===== src/rtl/p2s_stream_serializer.sv =====
// p2s_stream_serializer: parallel-to-serial stream converter.
// A DATA_W-bit word taken on the par_* handshake leaves as BEATS consecutive
// LANE_W-bit beats on the ser_* handshake. A one-word holding register lets the
// next word be accepted while the current one shifts out, so consecutive words
// stream without an idle beat between them.
module p2s_stream_serializer #(
    parameter int DATA_W    = 8,
    parameter int LANE_W    = 2,
    parameter int MSB_FIRST = 0
) (
    input  logic              clk,
    input  logic              rstn,
    input  logic [DATA_W-1:0] par_data,
    input  logic              par_valid,
    output logic              par_ready,
    output logic [LANE_W-1:0] ser_data,
    output logic              ser_valid,
    input  logic              ser_ready,
    output logic              ser_last
);

    localparam int BEATS = DATA_W / LANE_W;
    localparam int CNT_W = (BEATS > 1) ? $clog2(BEATS) : 1;
    localparam logic [CNT_W-1:0] LAST_CNT = CNT_W'(BEATS - 1);

    // State registers
    logic [DATA_W-1:0] sh_data_r;
    logic              sh_valid_r;
    logic [CNT_W-1:0]  cnt_r;
    logic [DATA_W-1:0] hold_data_r;
    logic              hold_valid_r;
    logic              last_r;

    // Next-state values
    logic [DATA_W-1:0] sh_data_s;
    logic              sh_valid_s;
    logic [CNT_W-1:0]  cnt_s;
    logic [DATA_W-1:0] hold_data_s;
    logic              hold_valid_s;
    logic              last_s;

    // Handshake qualifiers
    logic acc_s;
    logic beat_s;
    logic free_s;

    // Transfers are qualified only by registered state plus the incoming valid/ready.
    always_comb begin
        acc_s  = par_valid && !hold_valid_r;
        beat_s = sh_valid_r && ser_ready;
        free_s = !sh_valid_r || (beat_s && (cnt_r == LAST_CNT));
    end

    // Next-state: reload the shifter when it frees up (hold first, then bypass),
    // otherwise advance one lane per beat; park an accepted word in hold when
    // it cannot go straight into the shifter.
    always_comb begin
        sh_data_s    = sh_data_r;
        sh_valid_s   = sh_valid_r;
        cnt_s        = cnt_r;
        hold_data_s  = hold_data_r;
        hold_valid_s = hold_valid_r;

        if (free_s) begin
            if (hold_valid_r) begin
                sh_data_s  = hold_data_r;
                sh_valid_s = 1'b1;
                cnt_s      = '0;
                if (acc_s) begin
                    hold_data_s  = par_data;
                    hold_valid_s = 1'b1;
                end else begin
                    hold_valid_s = 1'b0;
                end
            end else if (acc_s) begin
                sh_data_s  = par_data;
                sh_valid_s = 1'b1;
                cnt_s      = '0;
            end else begin
                sh_valid_s = 1'b0;
            end
        end else begin
            if (beat_s) begin
                cnt_s = cnt_r + CNT_W'(1);
                if (MSB_FIRST != 0) begin
                    sh_data_s = sh_data_r << LANE_W;
                end else begin
                    sh_data_s = sh_data_r >> LANE_W;
                end
            end else begin
                cnt_s = cnt_r;
            end
            if (acc_s) begin
                hold_data_s  = par_data;
                hold_valid_s = 1'b1;
            end else begin
                hold_valid_s = hold_valid_r;
            end
        end

        last_s = sh_valid_s && (cnt_s == LAST_CNT);
    end

    // State update; asynchronous reset discards any in-flight words.
    always_ff @(posedge clk or negedge rstn) begin
        if (!rstn) begin
            sh_data_r    <= '0;
            sh_valid_r   <= 1'b0;
            cnt_r        <= '0;
            hold_data_r  <= '0;
            hold_valid_r <= 1'b0;
            last_r       <= 1'b0;
        end else begin
            sh_data_r    <= sh_data_s;
            sh_valid_r   <= sh_valid_s;
            cnt_r        <= cnt_s;
            hold_data_r  <= hold_data_s;
            hold_valid_r <= hold_valid_s;
            last_r       <= last_s;
        end
    end

    // Outputs come straight from registers; the current beat is the lane at the
    // end of the shifter that the shift direction exposes.
    assign par_ready = !hold_valid_r;
    assign ser_valid = sh_valid_r;
    assign ser_last  = last_r;
    assign ser_data  = (MSB_FIRST != 0) ? sh_data_r[DATA_W-1 -: LANE_W]
                                        : sh_data_r[LANE_W-1:0];

endmodule


===== config.mk =====
export PLATFORM = sky130hd
export DESIGN_NAME = p2s_stream_serializer
export DESIGN_NICKNAME = d
export VERILOG_FILES = /design/src/rtl/p2s_stream_serializer.sv
export SDC_FILE = /design/constraint.sdc
export NUM_CORES = 1
export LEC_CHECK = 0
export ABC_AREA = 1
export BUFFER_PORTS_ARGS = -buffer_cell sky130_fd_sc_hd__buf_2
export CAP_MARGIN = 15
export CORE_MARGIN = 3
export CORE_UTILIZATION = 40
export CTS_CLUSTER_DIAMETER = 200
export DETAILED_ROUTE_END_ITERATION = 10
export GPL_ROUTABILITY_DRIVEN = 0
export PLACE_DENSITY = 0.56
export SLEW_MARGIN = 20
export SYNTH_ARGS = -nofsm -noshare
export SYNTH_HDL_FRONTEND = slang
export SYNTH_SLANG_ARGS = --single-unit

===== constraint.sdc =====
create_clock -name clk -period 2.98 [get_ports clk]
set_clock_uncertainty 0.15 [all_clocks]
set_input_delay 0.894 -clock clk [delete_from_list [all_inputs] [get_ports clk]]
set_output_delay 0.894 -clock clk [all_outputs]
set_load 0.02 [all_outputs]

# Word-level counts from Yosys, hierarchy flattened
# Cells that the tools add are included.
[classes]
order_cmp = 0
n_addsub = 1
multipliers = 0
div = 0
n_bitwise = 0
shifts = 0
n_reduce_logical = 10
n_eq_ne = 4
muxes = 17
[ops]
columns = ["operator", "count"]
rows = [
  ["two-way mux 8 bit", 7],
  ["two-way mux 2 bit", 4],
  ["two-way mux 1 bit", 6],
  ["equality test 2 bit, second input constant", 2],
  ["logical AND 1 bit", 4],
  ["nonzero test 2 bit", 2],
  ["inequality test 3 bit, second input constant", 1],
  ["adder 2 x 1 -> 2 bit, second input constant", 1],
  ["logical NOT 1 bit", 2],
  ["inequality test 2 bit, second input constant", 1],
  ["AND reduction 2 bit", 1],
  ["logical OR 1 bit", 1],
]
[word_totals]
word_cells = 38
memories = 0
latchBits = 0
reg_bits = 21
ram_bits = 0
output_inout_bits = 5
in_bits = 12
mem_bits_ro = 0

# Longest topological paths before layout
# Gate-level depths: netlist (run 1).
[logic_depth]
depth_word = 7
mapped_depth = 8
depth_no_buf = 7

# Least setup slack after synthesis (run 1)
# OpenSTA, ideal clock, no wires.
[synth_path]
kind = "input port to flip-flop"
start = "input ser_ready"
end = "register sh_data_r[6]"
stages = 8
setup_time_ns = 0.121
path_buffers = 3
t_required_ns = 2.709
arrival_ns = 1.548
path_slack_ns = 1.161
cell_sequence = "buf_6 -> nand2_8 -> nand2_4 -> buf_8 -> nand2_4 -> buf_6 -> nand3_1 -> o21ai_2"
[synth_via]
elab_chain_cells = 5
elab_cells_between_ends = 7
classes_between = "1 x eq/ne; 1 x mux; 5 x reduce/logical"
[synth_rtl]
columns = ["item", "line", "source"]
rows = [
  ["start: declaration", "18", "input logic ser_ready,"],
  ["logical AND 1 bit *", "50", "beat_s = sh_valid_r && ser_ready;"],
  ["logical AND 1 bit", "51", "free_s = !sh_valid_r || (beat_s && (cnt_r == LAST_CNT));"],
  ["logical OR 1 bit", "51", ""],
  ["inequality test 3 bit (no line) / nonzero test 2 bit (equally long branches)", "--", ""],
  ["AND reduction 2 bit (no line)", "--", ""],
  ["end signal: assignment", "114", "sh_data_r <= sh_data_s;"],
  ["end: declaration", "27", "logic [DATA_W-1:0] sh_data_r;"],
]
# Mark *: on every way between the ends. The rest lies on a longest branch, timed or not.
# A chain may end at the register's enable or synchronous reset.

# Final worst setup path (run 1)
[layout_path]
start = "register hold_valid_r"
end = "output par_ready"
[layout_via]
elab_chain_cells = 1
[layout_rtl]
columns = ["item", "line", "source"]
rows = [
  ["start: declaration", "31", "logic hold_valid_r;"],
  ["start signal: assignment", "118", "hold_valid_r <= hold_valid_s;"],
  ["logical NOT 1 bit", "125", "assign par_ready = !hold_valid_r;"],
  ["end: declaration", "15", "output logic par_ready,"],
]
# Every way passes these cells.

==> flow_results.org, run 1 <==
** Synthesis
- After synthesis, the netlist uses 21 different library cells.
- Synth area leaders :: dfrtp_1, nand2_1, nand3_1
- Counting flops with an async set or reset pin after synthesis yields a share of 100.0%.
- Flop and latch count out of synthesis :: 21
- Each instance of the synthesized netlist takes up on average 7.962 um^2.
- Yosys synthesis warning count :: 0
- Area of the mapped netlist :: 1139 um^2
- Area leader, netlist :: dfrtp_1
- Seq/Total Area, Yosys :: 46.15%
- The number of nets in the synthesized netlist is 156.
- By count the netlist is led by nand2_1, dfrtp_1, nand3_1, o21ai_0, inv_1.
- In the synthesized netlist, the number of instances is 143.
- Leading cell type by number of instances after synthesis :: nand2_1
- Dominant synthesized flop cell :: dfrtp_1
- Number of synthesized flops with an enable pin :: 0
- Area fraction of the dominant cell type after synthesis :: 46.15%

** Place
- Number of port buffers :: 16
- Dpl hpwl :: 1625 um
- Number of cells after detailed placement :: 181

** Drt
- Detailed-router iteration count before antenna repair :: 4
- Count of antenna-violating nets left after detailed routing :: 0
- The routed design has 2204 um of wire.
- Number of DRC markers after the initial detailed-route iteration :: 24
- After detailed routing, the number of remaining DRC violations is 0.
- Total via count in the routed design :: 890
- Drt via density :: 4.811
- In the final routed layout, each cell accounts on average for 11.91 um.

** Hold path
- Counting instances, the worst hold path has a depth of 2.
- HP Class :: reg2reg

** CTS
- CTS Root Cell :: clkbuf_4
- The tree built by TritonCTS fans out to 21 sinks.
- Count of cells resized by post-cts repair :: 0
- Buffers added to address setup during post-CTS repair amount to 0.
- Clock tree synthesis inserted a total of 3 buffers.
- Skew-Pair Late Insertion Delay :: 300 ps
- In this run the number of H-tree levels came out at 1.
- After clock tree synthesis, the clock-pin slew on the worst setup and hold paths is 120 ps.
- Hold buffer count at cts :: 0
- Number of buffers between clock root and the deepest sink :: 2
- CTS tree :: done

** Setup path
- In this run the worst path has a maximum fanout of 10.
- By startpoint and endpoint, the worst setup path is classified as reg2out.
- Data arrives at the worst endpoint at 1190 ps.
- STA classifies the critical path endpoint as an output port.
- Measured in cells, the most critical reg-to-reg path has a length of 7.
- Crit path launch type :: flip-flop
- Required time of the critical path :: 1940 ps

** Timing
- In this run the tightest slew margin relative to its limit is 69.01%.
- Setup repair after global routing missed its margin :: no
- Max Clk Rate :: 447.2 MHz
- Final setup violating endpoints :: 0
- The total count of hold-check failures in the final report came to 0.
- The tightest hold path in the finished design has a slack of 364.1 ps.
- After routing, the total negative slack on setup checks comes to 0 ps.
- After layout, the minimum clock period comes to 2236 ps.
- Worst-Margin Slew :: 464.9 ps
- Count of pins over their slew limit :: 0
- Fin crit share :: 75.04%

** Cells and area
- Net count, final :: 169
- For this run, the share of the core covered by cells in the final layout is 46.96%.
- Area growth, synth to finish :: 6.814%
- The number of antenna diodes in the final layout is 0.
- After filler insertion, the fill cell instance count of the layout stands at 266.
- Register area :: 525.5 um^2
- After the flow finishes, the layout carries non-filler instances totaling 185.
- Cells with a size suffix above 1 make up 20.65% of the layout.
- Area of the multi-input gates :: 516.7 um^2

** Floorplanning
- Initial standard-cell utilization of the core :: 43.96%
- Num rows :: 18
- The core region is 2590 um^2.
- Die boundary width :: 59.35 um
- Total Die Area :: 3522 um^2
- Die Ht :: 59.35 um
- I/O pin count :: 17

** Power and ir drop
- Peak supply drop :: 0.0004085 V
- Summed over all cells, the static leakage comes to 0.6742 nW.
- Pwr dens :: 895.1 nW/um^2

** GRT
- Number of global-route vias before repair :: 831
- The total overflow left after global routing is 0.
- Global-route wire length before repair :: 3898 um
- Entering global routing, the biggest net connects 22 pins.
- Initial antenna violation count :: 0
- Global routing consumed, over all layers together, 14.60% of the routing resources.

** Run status
- The run finished with clean final reports.

** Flow run
- The tool flagged a number of max-cap violations equal to 0.
-- routing by layer --
| metal | up-vias | wire, um | track usage, % |
|---|---|---|---|
| met1 | 400 | 1092 | 21.12 |
| met4 | 0 | 14 | 5.825 |
| met2 | 17 | 1001 | 21.84 |
| met5 | - | 0 | 0 |
| li1 | 471 | - | - |
| met3 | 2 | 96 | 1.961 |
-- report_power, final --
part / internal, mW / switching [mW]
clock network: 0.0500 / 0.0888
logic: 0.166 / 0.303
registers: 0.402 / 0.0788
-- area by class of cell --
| type | instances | area share, % |
|---|---|---|
| clock buffers | 3 | 1.852 |
| repair buffers | 16 | 6.584 |
| inverters | 7 | 2.366 |
| multi-input cells | 107 | 42.49 |
| flip-flops and latches | 21 | 43.21 |
| clock inverters | 1 | 0.4115 |
| well taps | 30 | 3.086 |
-- critical path, stage by stage, from the launching register on --
cell and delay, ps:
dfrtp_1 530, inv_4 170, buf_2 180
-- per-stage QoR --
stage / instance area [um^2] / setup WS [ps] / power [mW]
after floorplan: 1139 / 1161 / 0.8783
after global routing: 1216 / 655.7 / 1.206
after CTS: 1216 / 724.3 / 1.104
after global placement: 1189 / 947.5 / 0.9606
final: 1216 / 743.7 / 1.089
after detailed placement: 1189 / 916.7 / 0.9619
-- placed cells by master, fill, tap and decap left out --
| master | instances |
|---|---|
| nand2_1 | 64 |
| dfrtp_1 | 21 |
| buf_2 | 16 |
| nand3_1 | 14 |
| o21ai_0 | 11 |
| inv_1 | 6 |
| nor2_1 | 4 |
| clkbuf_4 | 3 |
| nand2_4 | 2 |
| nand2_2 | 2 |
| nand3_2 | 2 |
| o21ai_2 | 2 |
| xor2_1 | 1 |
| nand2_8 | 1 |
| inv_4 | 1 |
| a21oi_1 | 1 |
| nor2_4 | 1 |
| or2_2 | 1 |
| ha_1 | 1 |
| clkinv_2 | 1 |
-- flip-flops by register name (all words and copies together), names as in the netlist --
name and flops:
ser_valid 1, hold_data_r 8, ser_last 1, sh_data_r 8, cnt_r 2, hold_valid_r 1
-- final timing paths --
kind	start	slack, ps	to
worst max-delay path	hold_valid_r$_DFFE_PN0P_	740	par_ready
worst min-delay path	hold_data_r[4]$_DFFE_PN0P_	360	hold_data_r[4]$_DFFE_PN0P_
worst max register to register	cnt_r[0]$_DFF_PN0_	1250	sh_data_r[3]$_DFFE_PN0P_
worst min register to register	hold_data_r[4]$_DFFE_PN0P_	360	hold_data_r[4]$_DFFE_PN0P_
max in group asynchronous	rstn	1990	hold_data_r[6]$_DFFE_PN0P_
min in group asynchronous	rstn	370	ser_last$_DFF_PN0_
-- cells by family after synthesis --
family / count (synthesis) / share of synthesized area (%)
AND/OR/NAND/NOR: 91 / 36.70
flip-flops: 21 / 46.15
buffers and inverters: 15 / 8.460
AO/OA/AOI/OAI: 14 / 6.813
XOR/XNOR: 1 / 0.7694
adder cells (fa/ha/maj): 1 / 1.099
Power figures use the tool's default switching activity.
==> run 2: changes to the inputs <==
==> constraint.sdc (replaced) <==
create_clock -name clk -period 2.2 [get_ports clk]
set_clock_uncertainty 0.15 [all_clocks]
set_input_delay 0.66 -clock clk [delete_from_list [all_inputs] [get_ports clk]]
set_output_delay 0.66 -clock clk [all_outputs]
set_load 0.02 [all_outputs]
==> run 2 against run 1 <==
Die area stayed put. Sequential power up 32%. Critical endpoint is now ser_valid. Worst hold slack got worse by 220 ps. Combinational power rose by 41%. Global-route usage down 0.30 points. Wire length barely moved. Design area increased by 0.62%. Register-to-register slack got worse by 760 ps. First-iteration DRC count is 54% higher. Clock power up 35%. Worst setup slack got worse by 480 ps.
==> flow_results.org, run 2 (same netlist as run 1, synthesis figures left out) <==
** Run status
- Result of the run :: complete, no violations

** Cells and area
- Area growth, synth to finish :: 7.472%
- Leading cell type in the layout, fill and taps excluded :: nand2_1
- Net count, final :: 170
- Leaving out fill and tap cells, the most frequent cells in the layout are nand2_1, dfrtp_1, buf_2.
- The multi-input combinational cells in the finished layout cover a total of 516.7 um^2.
- Fill cell total of the finished layout :: 267
- Of the cells placed in the final design, the portion with a size suffix greater than 1 is 21.15%.
- Antenna Cells :: 0
- Largest registers :: hold_data_r x8, sh_data_r x8, cnt_r x2
- Registers take 525.5 um^2.

** Setup path
- Crit path buffers/inverters :: 1
- The worst setup path is launched from a flip-flop.
- Required time of the critical path :: 1390 ps
- Worst setup path startpoint :: ser_valid$_DFF_PN0_
- Class of the most critical setup path :: reg2out
- In this run the worst path has a maximum fanout of 10.
- The signal on the critical path passes through buf_2.
- The endpoint identified for the worst register-to-register timing path is sh_data_r[4]$_DFFE_PN0P_.
- Crit. path cell count :: 1
- STA classifies the critical path endpoint as an output port.
- The setup check on the worst reg-to-reg path leaves a slack of 490 ps.
- The startpoint identified for the worst register-to-register timing path is cnt_r[0]$_DFF_PN0_.
- Gate family responsible for the most delay along the worst path :: flip-flops
- The critical path ends at ser_valid.
- At the worst endpoint, the arrival time is 1130 ps.
- The number of cells on the worst reg-to-reg path is 7.
- Cell at the slowest stage of the critical path :: dfrtp_1
- The largest single stage delay on the critical path is 590 ps.

** GRT
- Maximum number of pins on one net before global-route repair :: 22
- Global-route wire length before repair :: 3774 um
- After global routing, the most crowded layer is met2.
- The number of global-route vias before repair is 837.
- Global routing used 2.179% of the available met3 tracks.
- Met1 global-route usage :: 20.52%
- Met2 track demand over resource in global routing :: 20.90%
- The initial antenna violation count was 0.
- Total congestion overflow after global routing :: 0
- Global routing used 14.30% of the available tracks across all layers.

** CTS
- Number of clock sinks :: 21
- CTS tree :: done
- The cell sitting at the root of the clock tree is a clkbuf_4.
- Htree depth :: 1
- Counting along the longest clock path gives a buffer depth of 2.
- Clock latency on the worst-skew pair, taken at its later pin, is 300 ps.
- Count of cells resized by post-cts repair :: 0
- Buffers added to address setup during post-CTS repair amount to 0.
- After clock tree synthesis, the flow added hold-fix buffers numbering 0.
- Number of CTS-inserted buffers :: 3
- Clock input transition at the sequential cells of the worst setup and hold paths :: 120 ps

** Drt
- Detailed-router iteration count before antenna repair :: 4
- Total via count in the routed design :: 899
- In the routed design, unresolved DRC markers number 0.
- The first routing iteration left 37 violations.
- The final layout contains routed wiring with a total length of 2205 um.
- Count of antenna-violating nets left after detailed routing :: 0
- In the final routed layout, each cell accounts on average for 11.85 um.
- Drt via density :: 4.833

** Power and ir drop
- Total leakage power :: 0.6786 nW
- For this design the total switching power over the nets is 0.6354 mW.
- Cell internal power was estimated by the tool at 0.8485 mW.
- Share of total power in the clock network :: 12.7%
- Dividing total power by cell area gives a power density of 1213 nW/um^2.
- VDD sags by at most 0.0006352 V.
- Total power :: 1.484 mW
- Switch share :: 42.82%
- Of the total power, registers draw 42.7%.
- Combinational cells account for 44.6% of the total power.

** Floorplanning
- The floorplan step set the die height to 59.35 um.
- Initial standard-cell utilization of the core :: 43.96%
- Pin placement for this block handled 17 I/O pins.
- After floorplanning, the core was divided into 18 placement rows.
- Floorplan core area :: 2590 um^2
- In this run the horizontal extent of the chip is 59.35 um.
- Total Die Area :: 3522 um^2

** Timing
- Tightest slew margin relative to the limit :: 68.21%
- Final setup violating endpoints :: 0
- Setup repair after global routing missed its margin :: no
- Worst-Margin Slew :: 476.8 ps
- After layout, the minimum clock period comes to 1941 ps.
- Fin crit share :: 88.23%
- Count of pins over their slew limit :: 0
- The total count of hold-check failures in the final report is 0.
- Max Clk Rate :: 515.2 MHz
- Setup TNS :: 0 ps

** Flow run
- Max Cap Violations :: 0

** Place
- Dpl hpwl :: 1643 um
- Number of port buffers :: 16

** Hold path
- The path class of the tightest hold or removal check is in2async.
run 2: cell count changes in the layout (fill, tap and decap cells not counted):
cell / previous run / this run
buf_4: 0 / 1
run 2: metrics by stage:
stage	cell area [um^2]	util, %	instances	hold slack (ps)	setup WS (ps)
floorplan	1139	-	143	214.4	615.4
global placement	1196	46.18	182	340.8	404.3
detailed placement	1196	46.18	182	340.5	372.1
CTS	1224	47.25	186	147.7	239.2
global route	1224	47.25	186	143.3	185.4
finish	1224	47.25	186	142.9	259.0
run 2: worst reg2reg max path, cell delays in order, from the launching register on:
cell	delay (ps)
dfrtp_1	440
ha_1	280
nand2_8	120
nand2_4	140
nand2_4	180
nand2_1	160
nand2_1	110
nand2_1	50
run 2: per-layer routing:
metal  share of wire (%)  vias to the layer above
li1                    -                      473
met1                  48                      398
met2                  46                       26
met3                 5.4                        2
met4                0.63                        0
met5                   0                        -
run 2: power by group through the flow:
stage | combinational (mW) | clock, mW | sequential, mW
5_1_grt | 0.767 | 0.217 | 0.654
2_1_floorplan | 0.569 | 0 | 0.621
6_report | 0.662 | 0.188 | 0.634
3_5_place_dp | 0.668 | 0 | 0.645
4_1_cts | 0.672 | 0.198 | 0.635
3_3_place_gp | 0.672 | 0 | 0.644
run 2: worst min path at each step:
stage | start | cells past startpoint | slack, ps | to
finish | rstn | 1 | 140 | sh_data_r[4]$_DFFE_PN0P_
global route | rstn | 1 | 140 | sh_data_r[4]$_DFFE_PN0P_
CTS | rstn | 1 | 150 | sh_data_r[4]$_DFFE_PN0P_
detailed placement | sh_data_r[1]$_DFFE_PN0P_ | 2 | 340 | sh_data_r[1]$_DFFE_PN0P_
global placement | hold_data_r[4]$_DFFE_PN0P_ | 2 | 340 | hold_data_r[4]$_DFFE_PN0P_
floorplan | rstn | 0 | 210 | cnt_r[0]$_DFF_PN0_
run 2: cell type report:
class / count / area share [%]
Sequential cell: 21 / 42.94
Multi-Input combinational cell: 107 / 42.23
Timing Repair Buffer: 17 / 7.157
Tap cell: 30 / 3.067
Inverter: 7 / 2.352
Clock buffer: 3 / 1.840
Clock inverter: 1 / 0.4090
